### src/rtl/mem_arb_pkg.sv
// Shared encodings for mem_port_arbiter: FSM states, grant identifiers and
// the width of the memory-latency wait counter.
package mem_arb_pkg;

  typedef enum logic [1:0] {
    ST_IDLE  = 2'd0,
    ST_ISSUE = 2'd1,
    ST_WAIT  = 2'd2,
    ST_DONE  = 2'd3
  } arb_state_t;

  localparam logic GNT_FETCH = 1'b0;
  localparam logic GNT_LS    = 1'b1;

  // Enough for MEM_LATENCY-1 with MEM_LATENCY up to 7.
  localparam int LAT_BITS = 3;

endpackage

### src/rtl/mem_port_arbiter.sv
// mem_port_arbiter: shares one single-port synchronous memory between the
// CPU fetch port and the load/store port, one access at a time.
// Build option: define MEM_ARB_RR_EN to break fetch/load-store ties by
// round-robin on last_grant; otherwise load/store always wins a tie.
//
// Handshake (both CPU ports): the requester raises req with stable
// addr/write/wdata and holds them until its one-cycle valid pulse. Requests
// are sampled only in IDLE; the captured values are used for the whole
// transaction. cpu_stall is high while any request is still unanswered.
// The FSM state is the internal signal 'state' (arb_state_t) for checkers.
module mem_port_arbiter #(
  parameter int WIDTH       = 16,
  parameter int MEM_LATENCY = 1
) (
  input  logic             clk,
  input  logic             reset,
  input  logic             fetch_req,
  input  logic [WIDTH-1:0] fetch_addr,
  output logic [WIDTH-1:0] fetch_data,
  output logic             fetch_valid,
  input  logic             ls_req,
  input  logic             ls_write,
  input  logic [WIDTH-1:0] ls_addr,
  input  logic [WIDTH-1:0] ls_wdata,
  output logic [WIDTH-1:0] ls_rdata,
  output logic             ls_valid,
  output logic             mem_en,
  output logic             mem_we,
  output logic [WIDTH-1:0] mem_addr,
  output logic [WIDTH-1:0] mem_wdata,
  input  logic [WIDTH-1:0] mem_rdata,
  output logic             cpu_stall
);
  import mem_arb_pkg::*;

  localparam logic [LAT_BITS-1:0] LAT_INIT = LAT_BITS'(MEM_LATENCY - 1);

  arb_state_t          state, state_nxt;
  logic [LAT_BITS-1:0] cnt, cnt_nxt;
  logic                grant, grant_nxt;
  logic                last_grant, last_grant_nxt;
  logic                we_q;
  logic                pick_ls;
  logic                capture_req;
  logic                capture_rd;

  // Decide which requester would win if granted this cycle.
  always_comb begin
    pick_ls = ls_req;
`ifdef MEM_ARB_RR_EN
    if (ls_req && fetch_req) begin
      pick_ls = (last_grant == GNT_FETCH);
    end
`endif
  end

  // Next-state, counter and grant bookkeeping.
  always_comb begin
    state_nxt      = state;
    cnt_nxt        = cnt;
    grant_nxt      = grant;
    last_grant_nxt = last_grant;
    capture_req    = 1'b0;
    capture_rd     = 1'b0;
    case (state)
      ST_IDLE: begin
        if (ls_req || fetch_req) begin
          capture_req = 1'b1;
          grant_nxt   = pick_ls ? GNT_LS : GNT_FETCH;
          state_nxt   = ST_ISSUE;
        end
      end
      ST_ISSUE: begin
        if (we_q) begin
          state_nxt = ST_DONE;
        end else begin
          cnt_nxt   = LAT_INIT;
          state_nxt = ST_WAIT;
        end
      end
      ST_WAIT: begin
        if (cnt == '0) begin
          capture_rd = 1'b1;
          state_nxt  = ST_DONE;
        end else begin
          cnt_nxt = cnt - LAT_BITS'(1);
        end
      end
      ST_DONE: begin
        last_grant_nxt = grant;
        state_nxt      = ST_IDLE;
      end
      default: state_nxt = ST_IDLE;
    endcase
  end

  // FSM and bookkeeping registers.
  always_ff @(posedge clk or posedge reset) begin
    if (reset) begin
      state      <= ST_IDLE;
      cnt        <= '0;
      grant      <= GNT_FETCH;
      last_grant <= GNT_FETCH;
    end else begin
      state      <= state_nxt;
      cnt        <= cnt_nxt;
      grant      <= grant_nxt;
      last_grant <= last_grant_nxt;
    end
  end

  // Latch the granted requester's access in IDLE; fetch never writes.
  always_ff @(posedge clk or posedge reset) begin
    if (reset) begin
      mem_addr  <= '0;
      mem_wdata <= '0;
      we_q      <= 1'b0;
    end else if (capture_req) begin
      if (pick_ls) begin
        mem_addr  <= ls_addr;
        mem_wdata <= ls_wdata;
        we_q      <= ls_write;
      end else begin
        mem_addr  <= fetch_addr;
        mem_wdata <= '0;
        we_q      <= 1'b0;
      end
    end
  end

  // Capture read data on the last WAIT cycle into the granted port.
  always_ff @(posedge clk or posedge reset) begin
    if (reset) begin
      fetch_data <= '0;
      ls_rdata   <= '0;
    end else if (capture_rd) begin
      if (grant == GNT_LS) begin
        ls_rdata <= mem_rdata;
      end else begin
        fetch_data <= mem_rdata;
      end
    end
  end

  assign mem_en      = (state == ST_ISSUE);
  assign mem_we      = mem_en & we_q;
  assign fetch_valid = (state == ST_DONE) & (grant == GNT_FETCH);
  assign ls_valid    = (state == ST_DONE) & (grant == GNT_LS);
  assign cpu_stall   = (fetch_req & ~fetch_valid) | (ls_req & ~ls_valid);

endmodule

### config.mk
export PLATFORM = sky130hd
export DESIGN_NAME = mem_port_arbiter
export DESIGN_NICKNAME = d
export VERILOG_FILES = /design/src/rtl/mem_arb_pkg.sv /design/src/rtl/mem_port_arbiter.sv
export SDC_FILE = /design/constraint.sdc
export NUM_CORES = 1
export LEC_CHECK = 0
export ABC_CLOCK_PERIOD_IN_PS = 5700
export BUFFER_PORTS_ARGS = -buffer_cell sky130_fd_sc_hd__clkbuf_2
export CAP_MARGIN = 5
export CORE_ASPECT_RATIO = 0.75
export CORE_MARGIN = 2
export CORE_UTILIZATION = 35
export DETAILED_ROUTE_END_ITERATION = 7
export PLACE_DENSITY = 0.7
export RECOVER_POWER = 100
export SLEW_MARGIN = 20
export SYNTH_ARGS = -nofsm -noshare
export SYNTH_HDL_FRONTEND = slang
export SYNTH_SLANG_ARGS = --single-unit
### constraint.sdc
create_clock -name clk -period 5.7 [get_ports clk]
set_input_delay 0.285 -clock clk [delete_from_list [all_inputs] [get_ports clk]]
set_output_delay 0.285 -clock clk [all_outputs]
set_load 0.01 [all_outputs]
* Word level (Yosys, flattened, before mapping)
Cells that the tools add are included.
Storage, ports and cells: flip-flop bits (word level) 71, bits in latches 0, memory bits (writable) 0, memory bits (read-only) 0, input port bits 69, output and inout bits 69, logic and storage cells 49, memories kept 0
Cells by class: $add $sub $neg 1, multipliers 0, divide/modulo/power cells 0, order comparisons 0, equality and inequality tests 7, shifts and indexed selects 0, multiplexer cells 15, bitwise operators 9, reductions and logical operators 9
Operator list (count):
- $mux 16 | 2
- $ne 2x2->1 const B | 4
- $pmux 2 s4 | 1
- $reduce_and 2->1 | 4
- $mux 1 | 7
- $mux 3 | 2
- $pmux 3 s2 | 1
- $and 1x1->1 | 5
- $eq 2x2->1 const B | 2
- $mux 2 | 2
- $logic_not 3->1 | 1
- $not 1->1 | 3
- $reduce_and 3->1 | 1
- $sub 3x1->3 const B | 1
- $eq 2x1->1 const B | 1
- $logic_not 2->1 | 1
- $reduce_bool 2->1 | 1
- $logic_or 1x1->1 | 1
- $or 1x1->1 | 1

* Depth between registers and ports, before layout
word-level depth 5, depth in mapped cells 8, gate-level depth less buffers 6

* Worst setup path before layout
No wires, ideal clock.
kind register to register, start reg cnt[0], end reg fetch_data[0], library setup time 0.125 ns, arrival 1.587 ns, required time 5.575 ns, slack 3.988 ns, cell stages (with the launch flop) 9, path buffers 2, period minus slack after synthesis 1.712 ns, cell sequence dfrtp_1 > inv_1 > ha_1 > ha_1 > nand2_2 > or2_1 > buf_6 > buf_12 > mux2_4
On the way: word-level cells in the longest chain between the ends 4
Ends and longest elaborated chain:
- start, declared | line mem_port_arbiter.sv:39 | logic [LAT_BITS-1:0] cnt, cnt_nxt;
- start signal, assigned | line mem_port_arbiter.sv:106 | cnt <= cnt_nxt;
- $logic_not 3->1 | line mem_port_arbiter.sv:82 | if (cnt == '0) begin
- $mux 1 | line mem_port_arbiter.sv:82
- $mux 1 | line mem_port_arbiter.sv:65 | case (state)
- $reduce_and 2->1 (no source line)
- end signal, assigned | line mem_port_arbiter.sv:140 | fetch_data <= mem_rdata;
- end, declared | line mem_port_arbiter.sv:19 | output logic [WIDTH-1:0] fetch_data,
Every way passes these cells. A chain may end at the register's enable or synchronous reset.

* Final worst setup path
start in ls_req, end reg mem_addr[9]
On the way: word-level cells in the longest chain between the ends 3, elaborated cells between the ends (all ways) 4, those cells by class mux (3); reduce/logical (1)
Ends and longest elaborated chain:
- start, declared | line mem_port_arbiter.sv:21 | input logic ls_req,
- $logic_or 1x1->1 | line mem_port_arbiter.sv:67 | if (ls_req || fetch_req) begin
- $mux 1 | line mem_port_arbiter.sv:67
- $mux 1 | line mem_port_arbiter.sv:65
- end signal, assigned | line mem_port_arbiter.sv:120 | mem_addr <= ls_addr;
- end signal, assigned | line mem_port_arbiter.sv:124 | mem_addr <= fetch_addr;
- end, declared | line mem_port_arbiter.sv:29 | output logic [WIDTH-1:0] mem_addr,
Several ways; a longest one is shown, not always the timed one.

==> qor.yml <==
cells_and_area:
  multiInputGateArea_um2: 1109
  diodes: 0
  area.growth.synth_to_final_pct: 30.96
  sequential_cell_area_um2: 1777
  share_of_cells_above_drive_strength_1_pct: 28.46
  nNetsFinal: 467
  num-fill-cells: 820
sta:
  fin_crit_sh_pct: 62.03
  worst-slew-pin-transition_ps: 2254
  slew_violations: 66
  fin_worst_skew_ps: 8.784
  setup-violations-final: 0
  max_freq_ghz: 0.2828
  final-hold-violation-count: 0
  finalWorstPathRequiredPeriod_ps: 3536
  totalNegativeSetupSlack_ps: 0
  slew_headroom_pct: -51.85
  rsz_0062_raised_after_global_routing: "false"
yosys:
  netlist_instances: 256
  main_combinational_cell_family_by_area_after_synthesis: "multiplexers"
  post_synth.cell_area_avg_um2: 11.89
  postSynthRegisterBits: 71
  netlist_area_um2: 3043
  synth_xor_xnor_area_share_pct: 0
  synth_enable_flop_cells: 0
  sequential_fraction_of_the_synthesis_area_pct: 58.39
  synthesis.nets: 331
  yosys-top-cells-area: "sky130_fd_sc_hd__dfrtp_1, sky130_fd_sc_hd__mux2_2, sky130_fd_sc_hd__nand2_1"
  synth_adder_area_share_pct: 2.467
  ys_types: 28
  netlist.area_leader.share_pct: 58.39
  async_flop_share_pct: 100.0
  synth-warning-count: 0
  synth_most_common_cell: "sky130_fd_sc_hd__dfrtp_1"
  synth_simple_gate_area_share_pct: 11.84
  synthTopCellsByCount: "sky130_fd_sc_hd__dfrtp_1, sky130_fd_sc_hd__nand2_1, sky130_fd_sc_hd__mux2_2, sky130_fd_sc_hd__nand3_1, sky130_fd_sc_hd__o21ai_0"
  synth_ff_type: "sky130_fd_sc_hd__dfrtp_1"
  yosys-mux-area-fraction_pct: 18.71
  synthDominantAreaCellType: "sky130_fd_sc_hd__dfrtp_1"
  synth_compound_gate_area_share_pct: 4.770
global_routing:
  grt_max_degree: 72
  number_of_global_route_vias_before_repair: 2341
  grt.total_usage_pct: 15.33
  grt_overflow_total: 0
  grt_antenna_before_repair: 0
  grt_pass1_wl_um: 11590
routing:
  route.detailed.wl_per_inst_um: 13.63
  antenna_left: 0
  drtIter0Drc: 85
  drt_drc_violations_left: 0
  drt-vias-per-instance: 4.632
  vias: 2339
  dr.pass1.iters: 4
  detail_route.wirelength_um: 6882
cts:
  ctsResizeCount: 0
  cts.sink_count: 71
  clkSlewWorstSetupHoldPaths_ps: 60
  ctsRootBufferMaster: "sky130_fd_sc_hd__clkbuf_16"
  clk_latency_ps: 320
  number_of_buffers_created_by_cts: 9
  cts_hold_buf: 0
  htree_levels: 3
  post-cts-setup-buffer-count: 0
  cts-root-to-sink-buffers: 2
  tritoncts: "built"
floorplanning:
  io_pins: 138
  core_um2: 8454
  start_util_pct: 35.99
  die_area_um2: 9464
  floorplan.rows: 29
  die_height_um: 84.75
  die-width_um: 111.7
power:
  total_power_divided_by_cell_area_nw_per_um2: 576.9
  design_power_total_w: 0.002299
  ir_drop_v: 0.0002489
  power.static_leakage_nw: 1.957
critical_path:
  cp-end-kind: "flop"
  kind_of_launch_point_of_the_worst_setup_path: "input port"
  criticalPathCategory: "input port to flop"
  timing.critical_path.arrival_ps: 3720
  crit_fanout: 37
  worstPathRequired_ps: 5890
run_status:
  run_status: "finished, violations left"
  violations: "capacitance limit, slew limit"
run:
  max_cap_viol_count: 2
placement:
  globalplace.congestion: 0.7962
  place.detailed.hpwl_um: 4946
  place.port_buffers: 137
worst_hold_path:
  worstHoldPathType: "input port to flop"
==> flip-flops by register name, summed over array words and instances (netlist names) <==
name and count:
cnt 3, fetch_data 16, grant 1, ls_rdata 16, mem_addr 16, mem_wdata 16
state 2, we_q 1
==> cells in the final DEF, fill, tap and decap left out <==
master / count
sky130_fd_sc_hd__clkbuf_1: 71
sky130_fd_sc_hd__dfrtp_1: 71
sky130_fd_sc_hd__o22a_1: 1
sky130_fd_sc_hd__clkbuf_2: 67
sky130_fd_sc_hd__nand2_1: 55
sky130_fd_sc_hd__buf_4: 2
sky130_fd_sc_hd__mux2_4: 1
sky130_fd_sc_hd__or2b_1: 1
sky130_fd_sc_hd__a31o_2: 1
sky130_fd_sc_hd__mux2i_1: 16
sky130_fd_sc_hd__and2b_2: 1
sky130_fd_sc_hd__nor2_1: 3
sky130_fd_sc_hd__inv_6: 2
sky130_fd_sc_hd__bufinv_16: 2
sky130_fd_sc_hd__clkbuf_16: 9
sky130_fd_sc_hd__nor2b_1: 1
sky130_fd_sc_hd__a21oi_1: 1
sky130_fd_sc_hd__a2bb2oi_1: 1
sky130_fd_sc_hd__nand3_1: 20
sky130_fd_sc_hd__o2bb2ai_1: 2
sky130_fd_sc_hd__ha_1: 6
sky130_fd_sc_hd__a31oi_1: 1
sky130_fd_sc_hd__clkinvlp_4: 2
sky130_fd_sc_hd__or2_0: 1
sky130_fd_sc_hd__o21ai_0: 18
sky130_fd_sc_hd__inv_1: 8
sky130_fd_sc_hd__mux2_2: 26
sky130_fd_sc_hd__and2_1: 1
sky130_fd_sc_hd__mux2_1: 6
==> path summary, 6_finish.rpt <==
| path | startpoint | to | slack, ps | cells past startpoint |
|---|---|---|---|---|
| max reg2reg | state[0]$_DFFE_PP0P_ | mem_addr[9]$_DFFE_PP0P_ | 2710 | 6 |
| max in group asynchronous | reset | mem_addr[5]$_DFFE_PP0P_ | 4870 | 3 |
| min in group asynchronous | reset | fetch_data[3]$_DFFE_PP0P_ | 240 | 3 |
| max | ls_req | mem_addr[9]$_DFFE_PP0P_ | 2160 | 5 |
| min reg2reg | mem_wdata[5]$_DFFE_PP0P_ | mem_wdata[5]$_DFFE_PP0P_ | 470 | 2 |
| min | ls_wdata[14] | mem_wdata[14]$_DFFE_PP0P_ | 190 | 3 |
==> critical path, cell delays in order <==
cell,delay (ps)
sky130_fd_sc_hd__clkbuf_1,1340
sky130_fd_sc_hd__o21ai_0,1350
sky130_fd_sc_hd__buf_4,570
sky130_fd_sc_hd__nand2_1,90
sky130_fd_sc_hd__o21ai_0,80
==> cell families (layout without fill, tap and decap cells) <==
kind of cell	count (synthesis)	count (layout)
simple gates	83	83
mux	49	49
flops	71	71
fa+ha+maj	6	6
buf+inv	22	163
compound gates	25	25
==> cell type report <==
| class | count | area share [%] |
|---|---|---|
| tap | 108 | 3.391 |
| multi-input combinational | 163 | 27.82 |
| sequential | 71 | 44.58 |
| timing repair buffer | 139 | 15.38 |
| inverter | 8 | 0.7535 |
| clock buffer | 10 | 5.746 |
| clock inverter | 6 | 2.323 |
==> report_power, final <==
part	switching (W)	internal, W	leakage, nW	total, W
combinational	0.000474	0.000338	0.942	0.000812
clock	0.000210	0.000386	0.150	0.000596
sequential	0.000137	0.000754	0.866	0.000891
==> metrics by stage <==
stage / hold WS, ps / setup slack [ps] / std cells / util, % / cell area (µm²)
after floorplan: 417.7 / 3618 / 256 / - / 3043
after global routing: 184.4 / 1703 / 505 / 47.14 / 3985
final: 191.1 / 2164 / 505 / 47.14 / 3985
after detailed placement: 460.9 / 3332 / 489 / 44.90 / 3796
after global placement: 451.8 / 3417 / 489 / 44.90 / 3796
after CTS: 179.1 / 3372 / 505 / 48.71 / 4118
==> routing by layer <==
layer | part of all wire (%) | global-route usage (%) | vias up
met5 | 0 | 0 | -
met4 | 0.68 | 5.051 | 0
met3 | 4.2 | 3.827 | 2
met2 | 50 | 25.29 | 63
met1 | 46 | 19.94 | 1137
li1 | - | - | 1137
Power figures use the tool's default switching activity.
